File: src/rtl/conv1_pkg.sv
// Shared definitions for the conv1 controller: FSM encoding, pipeline latencies
// and the output geometry derived from the layer parameters.
package conv1_pkg;

  typedef enum logic [2:0] {
    IDLE  = 3'd0,
    CLR   = 3'd1,
    RUN   = 3'd2,
    DRAIN = 3'd3,
    FIN   = 3'd4
  } state_t;

  localparam int RD_LAT    = 1;
  localparam int PE_LAT    = 4;
  // Buffer read, operand register, PE pipeline, output register.
  localparam int TOTAL_LAT = RD_LAT + 1 + PE_LAT + 1;

  function automatic int out_len(input int in_len, input int stride);
    return (in_len - 2) / stride + 1;
  endfunction

  function automatic int n_total(input int in_len, input int out_ch, input int stride);
    return out_ch * out_len(in_len, stride);
  endfunction

  function automatic int addr_w(input int depth);
    return (depth > 1) ? $clog2(depth) : 1;
  endfunction

endpackage

File: src/rtl/conv1_if.sv
// Bus bundle between conv1_controller and the job control, the input/weight/bias
// buffers, the PE and the output feature buffer.
interface conv1_if
  import conv1_pkg::*;
#(
  parameter int IN_LEN = 64,
  parameter int OUT_CH = 8,
  parameter int STRIDE = 1
);
  localparam int XAW = addr_w(IN_LEN);
  localparam int WAW = addr_w(OUT_CH);
  localparam int OAW = addr_w(n_total(IN_LEN, OUT_CH, STRIDE));

  logic               start;
  logic               busy;
  logic               done;
  logic [XAW-1:0]     x_addr;
  logic signed [15:0] x_rd0;
  logic signed [15:0] x_rd1;
  logic [WAW-1:0]     w_addr;
  logic signed [15:0] w_rd0;
  logic signed [15:0] w_rd1;
  logic signed [31:0] b_rd;
  logic               pe_rst;
  logic               pe_start;
  logic signed [15:0] pe_x0;
  logic signed [15:0] pe_x1;
  logic signed [15:0] pe_w0;
  logic signed [15:0] pe_w1;
  logic signed [31:0] pe_b;
  logic signed [15:0] pe_odata;
  logic               out_we;
  logic [OAW-1:0]     out_addr;
  logic signed [15:0] out_data;

  modport master (
    input  start, x_rd0, x_rd1, w_rd0, w_rd1, b_rd, pe_odata,
    output busy, done, x_addr, w_addr, pe_rst, pe_start,
           pe_x0, pe_x1, pe_w0, pe_w1, pe_b, out_we, out_addr, out_data
  );

  modport slave (
    output start, x_rd0, x_rd1, w_rd0, w_rd1, b_rd, pe_odata,
    input  busy, done, x_addr, w_addr, pe_rst, pe_start,
           pe_x0, pe_x1, pe_w0, pe_w1, pe_b, out_we, out_addr, out_data
  );

endinterface

File: src/rtl/conv1_valid_pipe.sv
// Shift register that carries an issue-valid flag and its output address
// alongside the data path so the result write lines up with the PE output.
module conv1_valid_pipe #(
  parameter int DEPTH = 7,
  parameter int AW    = 4
) (
  input  logic          clk,
  input  logic          rst,
  input  logic          in_valid,
  input  logic [AW-1:0] in_addr,
  output logic          out_valid,
  output logic [AW-1:0] out_addr,
  output logic          pending
);
  logic [DEPTH-1:0] vld_r;
  logic [AW-1:0]    addr_r [DEPTH];

  // Shift valid and address one stage per cycle; reset empties the line.
  always_ff @(posedge clk) begin
    if (!rst) begin
      vld_r <= '0;
      for (int i = 0; i < DEPTH; i++) addr_r[i] <= '0;
    end else begin
      vld_r     <= {vld_r[DEPTH-2:0], in_valid};
      addr_r[0] <= in_addr;
      for (int i = 1; i < DEPTH; i++) addr_r[i] <= addr_r[i-1];
    end
  end

  assign out_valid = vld_r[DEPTH-1];
  assign out_addr  = addr_r[DEPTH-1];
  // The last stage is being written this cycle, so it no longer counts as in flight.
  assign pending   = |vld_r[DEPTH-2:0];

endmodule

File: src/rtl/conv1_controller.sv
// Sequences one conv1 layer pass through a single PE: issues one output element
// per cycle, streams its operands into the PE and writes the results back.
module conv1_controller
  import conv1_pkg::*;
#(
  parameter int IN_LEN = 64,
  parameter int OUT_CH = 8,
  parameter int STRIDE = 1
) (
  input  logic     clk,
  input  logic     rst,
  conv1_if.master  bus
);
  localparam int OUT_LEN = out_len(IN_LEN, STRIDE);
  localparam int N       = n_total(IN_LEN, OUT_CH, STRIDE);
  localparam int XAW     = addr_w(IN_LEN);
  localparam int WAW     = addr_w(OUT_CH);
  localparam int OAW     = addr_w(N);
  localparam int PW      = addr_w(OUT_LEN);

  state_t             state_r, next_s;
  logic [PW-1:0]      p_r;
  logic [WAW-1:0]     c_r;
  logic [XAW-1:0]     xa_r;
  logic [OAW-1:0]     o_r;
  logic               all_issued_r;
  logic               issue_s, p_wrap_s, last_s, pend_s;
  logic               issue_vld_r;
  logic [XAW-1:0]     x_addr_r;
  logic [WAW-1:0]     w_addr_r;
  logic [OAW-1:0]     issue_addr_r;
  logic               busy_r, done_r, pe_rst_r, pe_start_r;
  logic signed [15:0] pe_x0_r, pe_x1_r, pe_w0_r, pe_w1_r, out_data_r;
  logic signed [31:0] pe_b_r;
  logic               out_we_s;
  logic [OAW-1:0]     out_addr_s;

  assign p_wrap_s = (p_r == PW'(OUT_LEN - 1));
  assign last_s   = (o_r == OAW'(N - 1));

  // Next-state logic; CLR issues element 0 so RUN starts with the bus already loaded.
  always_comb begin
    next_s  = state_r;
    issue_s = 1'b0;
    case (state_r)
      IDLE: begin
        if (bus.start) next_s = CLR;
        else           next_s = IDLE;
      end
      CLR: begin
        issue_s = 1'b1;
        next_s  = RUN;
      end
      RUN: begin
        if (all_issued_r) begin
          next_s = DRAIN;
        end else begin
          issue_s = 1'b1;
          next_s  = RUN;
        end
      end
      DRAIN: begin
        if (pend_s || issue_vld_r) next_s = DRAIN;
        else                       next_s = FIN;
      end
      FIN:     next_s = IDLE;
      default: next_s = IDLE;
    endcase
  end

  // State register and the control outputs derived from the upcoming state.
  always_ff @(posedge clk) begin
    if (!rst) begin
      state_r    <= IDLE;
      busy_r     <= 1'b0;
      done_r     <= 1'b0;
      pe_rst_r   <= 1'b1;
      pe_start_r <= 1'b0;
    end else begin
      state_r    <= next_s;
      busy_r     <= (next_s != IDLE);
      done_r     <= (next_s == FIN);
      pe_rst_r   <= (next_s == CLR);
      pe_start_r <= (next_s == RUN) || (next_s == DRAIN);
    end
  end

  // Position/channel walk; counters point at the next element to issue.
  always_ff @(posedge clk) begin
    if (!rst || state_r == IDLE) begin
      p_r          <= '0;
      c_r          <= '0;
      xa_r         <= '0;
      o_r          <= '0;
      all_issued_r <= 1'b0;
    end else if (issue_s) begin
      if (last_s) begin
        all_issued_r <= 1'b1;
      end else begin
        o_r <= o_r + OAW'(1);
        if (p_wrap_s) begin
          p_r  <= '0;
          xa_r <= '0;
          c_r  <= c_r + WAW'(1);
        end else begin
          p_r  <= p_r + PW'(1);
          xa_r <= xa_r + XAW'(STRIDE);
        end
      end
    end
  end

  // Buffer addresses for the element being issued, plus its valid tag.
  always_ff @(posedge clk) begin
    if (!rst) begin
      issue_vld_r  <= 1'b0;
      x_addr_r     <= '0;
      w_addr_r     <= '0;
      issue_addr_r <= '0;
    end else begin
      issue_vld_r <= issue_s;
      if (issue_s) begin
        x_addr_r     <= xa_r;
        w_addr_r     <= c_r;
        issue_addr_r <= o_r;
      end
    end
  end

  // Operand and result registers; the PE and output buffer see flop outputs only.
  always_ff @(posedge clk) begin
    if (!rst) begin
      pe_x0_r    <= '0;
      pe_x1_r    <= '0;
      pe_w0_r    <= '0;
      pe_w1_r    <= '0;
      pe_b_r     <= '0;
      out_data_r <= '0;
    end else begin
      pe_x0_r    <= bus.x_rd0;
      pe_x1_r    <= bus.x_rd1;
      pe_w0_r    <= bus.w_rd0;
      pe_w1_r    <= bus.w_rd1;
      pe_b_r     <= bus.b_rd;
      out_data_r <= bus.pe_odata;
    end
  end

  conv1_valid_pipe #(
    .DEPTH (TOTAL_LAT),
    .AW    (OAW)
  ) u_valid_pipe (
    .clk       (clk),
    .rst       (rst),
    .in_valid  (issue_vld_r),
    .in_addr   (issue_addr_r),
    .out_valid (out_we_s),
    .out_addr  (out_addr_s),
    .pending   (pend_s)
  );

  assign bus.busy     = busy_r;
  assign bus.done     = done_r;
  assign bus.x_addr   = x_addr_r;
  assign bus.w_addr   = w_addr_r;
  assign bus.pe_rst   = pe_rst_r;
  assign bus.pe_start = pe_start_r;
  assign bus.pe_x0    = pe_x0_r;
  assign bus.pe_x1    = pe_x1_r;
  assign bus.pe_w0    = pe_w0_r;
  assign bus.pe_w1    = pe_w1_r;
  assign bus.pe_b     = pe_b_r;
  assign bus.out_we   = out_we_s;
  assign bus.out_addr = out_addr_s;
  assign bus.out_data = out_data_r;

endmodule

File: src/flat_wrapper.sv
// flat-port wrapper written by rule: the top's interface ports become plain ports
module conv1_controller_flat import conv1_pkg::*;
#(
  parameter int IN_LEN = 64,
  parameter int OUT_CH = 8,
  parameter int STRIDE = 1
)
  (clk, rst, bus_start, bus_x_rd0, bus_x_rd1, bus_w_rd0, bus_w_rd1, bus_b_rd, bus_pe_odata, bus_busy, bus_done, bus_x_addr, bus_w_addr, bus_pe_rst, bus_pe_start, bus_pe_x0, bus_pe_x1, bus_pe_w0, bus_pe_w1, bus_pe_b, bus_out_we, bus_out_addr, bus_out_data);
  conv1_if #(.IN_LEN(IN_LEN), .OUT_CH(OUT_CH), .STRIDE(STRIDE)) bus_i ();
  input  logic clk;
  input  logic rst;
  input wire logic [$bits(bus_i.start)-1:0] bus_start;
  input wire logic [$bits(bus_i.x_rd0)-1:0] bus_x_rd0;
  input wire logic [$bits(bus_i.x_rd1)-1:0] bus_x_rd1;
  input wire logic [$bits(bus_i.w_rd0)-1:0] bus_w_rd0;
  input wire logic [$bits(bus_i.w_rd1)-1:0] bus_w_rd1;
  input wire logic [$bits(bus_i.b_rd)-1:0] bus_b_rd;
  input wire logic [$bits(bus_i.pe_odata)-1:0] bus_pe_odata;
  output wire logic [$bits(bus_i.busy)-1:0] bus_busy;
  output wire logic [$bits(bus_i.done)-1:0] bus_done;
  output wire logic [$bits(bus_i.x_addr)-1:0] bus_x_addr;
  output wire logic [$bits(bus_i.w_addr)-1:0] bus_w_addr;
  output wire logic [$bits(bus_i.pe_rst)-1:0] bus_pe_rst;
  output wire logic [$bits(bus_i.pe_start)-1:0] bus_pe_start;
  output wire logic [$bits(bus_i.pe_x0)-1:0] bus_pe_x0;
  output wire logic [$bits(bus_i.pe_x1)-1:0] bus_pe_x1;
  output wire logic [$bits(bus_i.pe_w0)-1:0] bus_pe_w0;
  output wire logic [$bits(bus_i.pe_w1)-1:0] bus_pe_w1;
  output wire logic [$bits(bus_i.pe_b)-1:0] bus_pe_b;
  output wire logic [$bits(bus_i.out_we)-1:0] bus_out_we;
  output wire logic [$bits(bus_i.out_addr)-1:0] bus_out_addr;
  output wire logic [$bits(bus_i.out_data)-1:0] bus_out_data;
  assign bus_i.start = bus_start;
  assign bus_i.x_rd0 = bus_x_rd0;
  assign bus_i.x_rd1 = bus_x_rd1;
  assign bus_i.w_rd0 = bus_w_rd0;
  assign bus_i.w_rd1 = bus_w_rd1;
  assign bus_i.b_rd = bus_b_rd;
  assign bus_i.pe_odata = bus_pe_odata;
  assign bus_busy = bus_i.busy;
  assign bus_done = bus_i.done;
  assign bus_x_addr = bus_i.x_addr;
  assign bus_w_addr = bus_i.w_addr;
  assign bus_pe_rst = bus_i.pe_rst;
  assign bus_pe_start = bus_i.pe_start;
  assign bus_pe_x0 = bus_i.pe_x0;
  assign bus_pe_x1 = bus_i.pe_x1;
  assign bus_pe_w0 = bus_i.pe_w0;
  assign bus_pe_w1 = bus_i.pe_w1;
  assign bus_pe_b = bus_i.pe_b;
  assign bus_out_we = bus_i.out_we;
  assign bus_out_addr = bus_i.out_addr;
  assign bus_out_data = bus_i.out_data;
  conv1_controller #(.IN_LEN(IN_LEN), .OUT_CH(OUT_CH), .STRIDE(STRIDE)) u_core (.clk(clk), .rst(rst), .bus(bus_i));
endmodule
File: config.mk
export PLATFORM = sky130hd
export DESIGN_NAME = conv1_controller_flat
export DESIGN_NICKNAME = d
export VERILOG_FILES = /design/src/rtl/conv1_pkg.sv /design/src/rtl/conv1_if.sv /design/src/rtl/conv1_valid_pipe.sv /design/src/rtl/conv1_controller.sv /design/src/flat_wrapper.sv
export SDC_FILE = /design/constraint.sdc
export NUM_CORES = 1
export LEC_CHECK = 0
export CORE_UTILIZATION = 48
export DETAILED_ROUTE_END_ITERATION = 10
export GPL_ROUTABILITY_DRIVEN = 0
export PLACE_DENSITY = 0.83
export SETUP_SLACK_MARGIN = 0.2
export SLEW_MARGIN = 10
export SYNTH_ARGS = -nofsm -noshare
export SYNTH_HDL_FRONTEND = slang
export SYNTH_SLANG_ARGS = --single-unit
File: constraint.sdc
create_clock -name clk -period 3.6 [get_ports clk]
set_input_delay 0.72 -clock clk [delete_from_list [all_inputs] [get_ports clk]]
set_output_delay 0.72 -clock clk [all_outputs]
set_load 0.01 [all_outputs]
==> flow_metrics.py, run 1 <==
metrics = {
    "power": {
        "p_sw_uw": 1150,
        "ir_worst_vdd_mv": 0.419,
        "p_comb_share_pct": 8.1,
        "clock_power_share_pct": 43.9,
        "p_leak_uw": 0.00402,
        "pwr-share-seq_pct": 48.0,
        "powerDensity_mw_per_mm2": 534,
        "finalPower_uw": 5600,
        "swShare_pct": 20.6,
        "p_int_uw": 4440,
    },
    "cts": {
        "postCtsSetupBuffers": 0,
        "ctsHtreeMaxLevel": 1,
        "numCtsBuffers": 23,
        "insertion_delay_ps": 490,
        "hold_buffers": 0,
        "cts.clk_slew.worst_paths_ps": 60,
        "cts_tree": "yes",
        "cts_root_buf": "clkbuf_16",
        "cts_sinks": 233,
        "clockBufferDepth": 3,
        "cts_resized": 0,
    },
    "cells_and_area": {
        "n_antenna_cell": 0,
        "fill_cells": 904,
        "layout.cells.non_filler": 1076,
        "syn_to_final_growth_pct": 48.2,
        "layout_common_cells": "248 x clkdlybuf4s50_1, 233 x dfxtp_1, 183 x and2_1, 42 x nand2_1",
        "final_nets": 999,
        "fin_util_pct": 74.1,
        "final_common_cell": "clkdlybuf4s50_1",
        "drive_gt1_share_pct": 5.58,
    },
    "sta": {
        "fin_tns_setup_ps": 0,
        "setup_viol": 0,
        "rsz0062_at_grt": "false",
        "timing.final.crit_share_pct": 65.3,
        "slew_headroom_pct": 52.1,
        "finalClockSkew_ps": 11.6,
        "worst_pin_slew_ps": 719,
        "fmax_mhz": 426,
        "slew_violations": 0,
        "hold_viol": 0,
        "fin_crit_ps": 2350,
    },
    "detailed_routing": {
        "vias": 5165,
        "route.detailed.wl_per_inst_um": 15.5,
        "vias_per_cell": 4.80,
        "drt_iter0_drc": 297,
        "firstDrtPassIters": 4,
        "wl_um": 16700,
        "antenna_left": 0,
        "drc": 0,
    },
    "worst_hold_path": {
        "worstHoldStart": "u_core.u_valid_pipe.addr_r[0][0]",
        "min_path_type": "reg2reg",
    },
    "outcome": {
        "status": "completed",
    },
    "grt": {
        "grt_pass1_wl_um": 25000,
        "grt.overflow.total": 0,
        "grt_max_degree": 164,
        "antenna_found_initial": 0,
        "grt_use_total_pct": 20.8,
        "grt_pass1_vias": 5187,
    },
    "floorplan": {
        "die_area_mm2": 0.0152,
        "die_x_um": 123,
        "rows": 43,
        "num_io_pins": 250,
        "initial_core_util_pct": 50.0,
        "dieHeight_um": 123,
        "core-area_mm2": 0.0141,
    },
    "flow_run": {
        "maxCapViolCount": 0,
    },
    "place": {
        "dp_cells": 1034,
        "place_hpwl_um": 11400,
        "io_buffers": 249,
    },
    "synth": {
        "synth_edf_count": 0,
        "syn_area_mm2": 0.00707,
        "async_flop_share_pct": 0,
        "synth_warnings": 0,
        "syn_inst": 638,
        "synth.avg_cell_area_um2": 11.1,
        "ys_seq_area_share_pct": 66.0,
        "ys_ff_latch": 233,
        "synth-main-ff-cell": "dfxtp_1",
        "syn-num-nets": 758,
        "synth_cell_type_count": 35,
    },
    "setup_path": {
        "cp_num_buf_inv": 1,
        "worstReg2RegStart": "u_core.state_r[1]",
        "critPathMaxFanout": 16,
        "arrival_ps": 2740,
        "worst_path_max_delay_cell": "a21oi_1",
        "crit_top_cell": "a21oi_1",
        "path_class": "reg2reg",
        "crit_path_end_kind": "register",
        "setup.worst_path.start": "u_core.state_r[1]",
        "critPathTopFamily": "compound AO/OA/AOI/OAI gates",
        "r2r_setup_slack_ps": 1250,
        "critPathLaunchType": "register",
        "path_cells": "or3b_4 -> a21oi_1 -> buf_4 -> a21oi_1 -> a311oi_1",
        "slowest_delay_ps": 610,
        "worstPathRequired_ps": 3990,
    },
}
==> layout make-up <==
class	count	area [um2]	area share, %
timing repair buffer	253	2530	24.2
multi-input combinational	363	2240	21.3
inverter	5	18.8	0.179
clock buffer	31	666	6.35
clock inverter	11	136	1.30
sequential	233	4660	44.5
tap	180	225	2.15
==> cell families after synthesis <==
logic type / after synthesis / synth area share (%)
DFF: 233 / 66.0
and+or+nand+nor: 284 / 23.4
buffers and inverters: 42 / 2.51
adders and majority gates: 5 / 0.885
AOI/OAI and AO/OA: 69 / 6.55
xor gates and xnor gates: 3 / 0.372
muxes: 2 / 0.283
==> flip-flops by register name (all words and copies together), names as in the netlist, 7 cells and up <==
register                    count
u_core.u_valid_pipe.addr_r     63
u_core.bus.out_data            16
u_core.bus.pe_x0               16
u_core.bus.pe_b                32
u_core.o_r                      9
u_core.u_valid_pipe.vld_r       7
u_core.bus.pe_x1               16
u_core.bus.pe_w0               16
u_core.issue_addr_r             9
u_core.bus.pe_w1               16
==> power by group through the flow <==
stage	Combinational [uW]	Sequential [uW]	Clock [uW]
after floorplan	132	2770	0
after global placement	444	2740	0
after detailed placement	454	2740	0
after CTS	459	2680	2500
after global routing	489	2690	2610
final	456	2680	2460
==> path summary, 6_finish.rpt <==
kind | end | depth (start not counted)
max reg2reg | u_core.o_r[2] | 5
min reg2reg | u_core.u_valid_pipe.addr_r[1][0] | 1
min | u_core.u_valid_pipe.addr_r[1][0] | 1
max | u_core.o_r[2] | 5
==> synthesized netlist by cell type (2+ instances only) <==
cell type	number	area, um2
dfxtp_1	233	4660
and2_1	183	1140
nand2_1	42	158
clkbuf_1	31	116
a21oi_1	23	115
a21boi_0	18	135
o31ai_1	13	97.6
or4_1	13	97.6
nand3_1	10	50.1
nor2_1	10	37.5
o21ai_0	7	35.0
nand4_1	6	37.5
nor3_1	6	30.0
ha_1	5	62.6
inv_1	5	18.8
buf_2	4	20.0
nand2b_1	4	25.0
xnor2_1	3	26.3
a2111oi_0	2	17.5
and3_1	2	12.5
buf_6	2	22.5
mux2i_1	2	20.0
or3_1	2	12.5
==> per-layer routing <==
layer,global-route usage (%),vias up,part of all wire [%]
met3,4.52,38,6.1
li1,-,2568,-
met2,38.1,165,52
met4,7.83,0,2.9
met1,23.4,2394,39
met5,0,-,0
==> per-stage QoR <==
| stage | hold WS (ps) | instance area (um2) | setup WS, ps |
|---|---|---|---|
| after CTS | 424 | 10500 | 1280 |
| after floorplan | 412 | 7070 | 1730 |
| after global placement | 414 | 9680 | 1410 |
| after global routing | 441 | 10500 | 1070 |
| final | 419 | 10500 | 1250 |
| after detailed placement | 420 | 9680 | 1310 |
==> worst register-to-register path, cell delays in order (launching register included) <==
cell and delay [ps]:
dfxtp_1 500, or3b_4 460, a21oi_1 610, buf_4 340
a21oi_1 90, a311oi_1 260
Power figures use the tool's default switching activity.
==> run 2: changes to the inputs <==
Settings changed: CORE_UTILIZATION 48 to 44, PLACE_DENSITY 0.83 to 0.77.
Clock period 3.6 ns to 2.37 ns, I/O delays scaled along.
==> flow_metrics.py, run 2 (synthesis gave the netlist of run 1 again) <==
metrics = {
    "place": {
        "postPlaceCellArea_mm2": 0.00973,
        "io_buffers": 249,
        "dp_cells": 1067,
        "place_hpwl_um": 10800,
    },
    "floorplan": {
        "rows": 45,
        "die_x_um": 129,
        "initial_core_util_pct": 45.8,
        "dieHeight_um": 129,
        "num_io_pins": 250,
        "core-area_mm2": 0.0154,
        "die_area_mm2": 0.0166,
    },
    "cts": {
        "clockBufferDepth": 3,
        "cts_sinks": 233,
        "cts.clk_slew.worst_paths_ps": 60,
        "cts_tree": "yes",
        "insertion_delay_ps": 500,
        "ctsHtreeMaxLevel": 1,
        "cts_root_buf": "clkbuf_16",
        "numCtsBuffers": 24,
    },
    "power": {
        "finalPower_uw": 8350,
        "ir_worst_vdd_mv": 0.587,
        "p_leak_uw": 0.00401,
        "powerDensity_mw_per_mm2": 796,
    },
    "grt": {
        "grt.overflow.total": 0,
        "grt_pass1_vias": 5051,
        "grt_max_degree": 171,
        "grt_pass1_wl_um": 24300,
        "antenna_found_initial": 0,
        "grt_use_total_pct": 18.2,
    },
    "detailed_routing": {
        "wl_met1_um": 6100,
        "drc": 0,
        "vias_per_cell": 4.65,
        "antenna_left": 0,
        "wl_met2_um": 8110,
        "wl_um": 15700,
        "route.detailed.wl_per_inst_um": 14.2,
        "firstDrtPassIters": 4,
        "highest_layer": "met4",
        "dr_wl_met3_um": 1130,
        "drt_iter0_drc": 257,
        "vias": 5149,
    },
    "sta": {
        "rsz0062_at_grt": "false",
        "timing.final.crit_share_pct": 86.0,
        "setup_viol": 0,
        "hold_viol": 0,
        "fin_tns_setup_ps": 0,
        "finalClockSkew_ps": 12.5,
        "slew_violations": 0,
        "fmax_mhz": 491,
        "fin_crit_ps": 2040,
        "slew_headroom_pct": 64.2,
        "worst_pin_slew_ps": 524,
    },
    "cells_and_area": {
        "regMostFlops": "u_core.u_valid_pipe.addr_r",
        "final_common_cell": "clkdlybuf4s50_1",
        "ff_latch_area_mm2": 0.00467,
        "multi_input_area_mm2": 0.00224,
        "layout_common_cells": "248 x clkdlybuf4s50_1, 232 x dfxtp_1, 183 x and2_1, 42 x nand2_1, 25 x clkbuf_16",
        "drive_gt1_share_pct": 5.57,
        "n_antenna_cell": 0,
        "fin_util_pct": 68.0,
        "syn_to_final_growth_pct": 48.4,
        "layout.cells.non_filler": 1108,
        "largest_reg_flops": 63,
        "final_nets": 1002,
        "fill_cells": 1170,
        "fin_area_mm2": 0.0105,
    },
    "setup_path": {
        "critPathLaunchType": "register",
        "worstReg2RegStart": "u_core.state_r[1]",
        "path_class": "reg2reg",
        "crit_path_end_kind": "register",
        "arrival_ps": 2470,
        "setup.worst_path.start": "u_core.state_r[1]",
        "worstPathRequired_ps": 2800,
        "critPathMaxFanout": 52,
    },
    "worst_hold_path": {
        "worstHoldStart": "rst",
        "min_path_type": "in2reg",
    },
    "outcome": {
        "status": "completed",
    },
    "flow_run": {
        "maxCapViolCount": 0,
    },
}
[run 2: cell count changes in the layout (fill, tap and decap cells not counted), sizes merged]
cell / previous run / this run
buf: 5 / 7
bufinv: 3 / 1
clkbuf: 31 / 33
clkinv: 6 / 7
clkinvlp: 1 / 0
inv: 6 / 5
[run 2: area by class of cell]
type,count,share of cell area (%)
Sequential cell,233,44.5
Timing Repair Buffer,255,24.3
Multi-Input combinational cell,363,21.3
Clock buffer,33,6.63
Tap cell,211,2.52
Clock inverter,8,0.656
Inverter,5,0.179
[run 2: per-layer routing]
metal,track usage (%),up-vias
li1,-,2564
met4,5.26,0
met3,5.49,33
met2,33.5,168
met1,20.1,2384
met5,0,-
[run 2: power by group]
group / switching (uW) / total, uW / internal (uW)
clock: 1440 / 3590 / 2150
combinational: 268 / 686 / 418
sequential: 43.0 / 4080 / 4030
[run 2: repair_timing]
action	CTS	global route
resized for setup	0	1
buffers inserted	0	0
setup endpoints to repair	0	13
hold buffers	0	0
[run 2: per-stage QoR]
stage	worst slack [ps]	hold WS [ps]
6_report	331	384
3_5_place_dp	233	419
3_3_place_gp	333	414
5_1_grt	215	401
4_1_cts	250	373
2_1_floorplan	495	412
[run 2: worst paths after layout]
check	end	slack, ps	cells past startpoint
worst max-delay path	u_core.p_r[1]	330	4
worst min-delay path	u_core.bus.w_addr[2]	380	2
worst max register to register	u_core.p_r[1]	330	4
worst min register to register	u_core.u_valid_pipe.addr_r[4][2]	430	1
[run 2: critical path: stages, from the launching register on]
cell,delay (ps)
dfxtp_2,420
or3b_4,430
a21o_4,380
or4_1,570
a21oi_1,150
==> run 3: changes to the inputs <==
Settings changed: SLEW_MARGIN 10 to 20.
==> results of run 3 <==
Same layout as run 2: the final DEF is identical, and so are final timing and power.
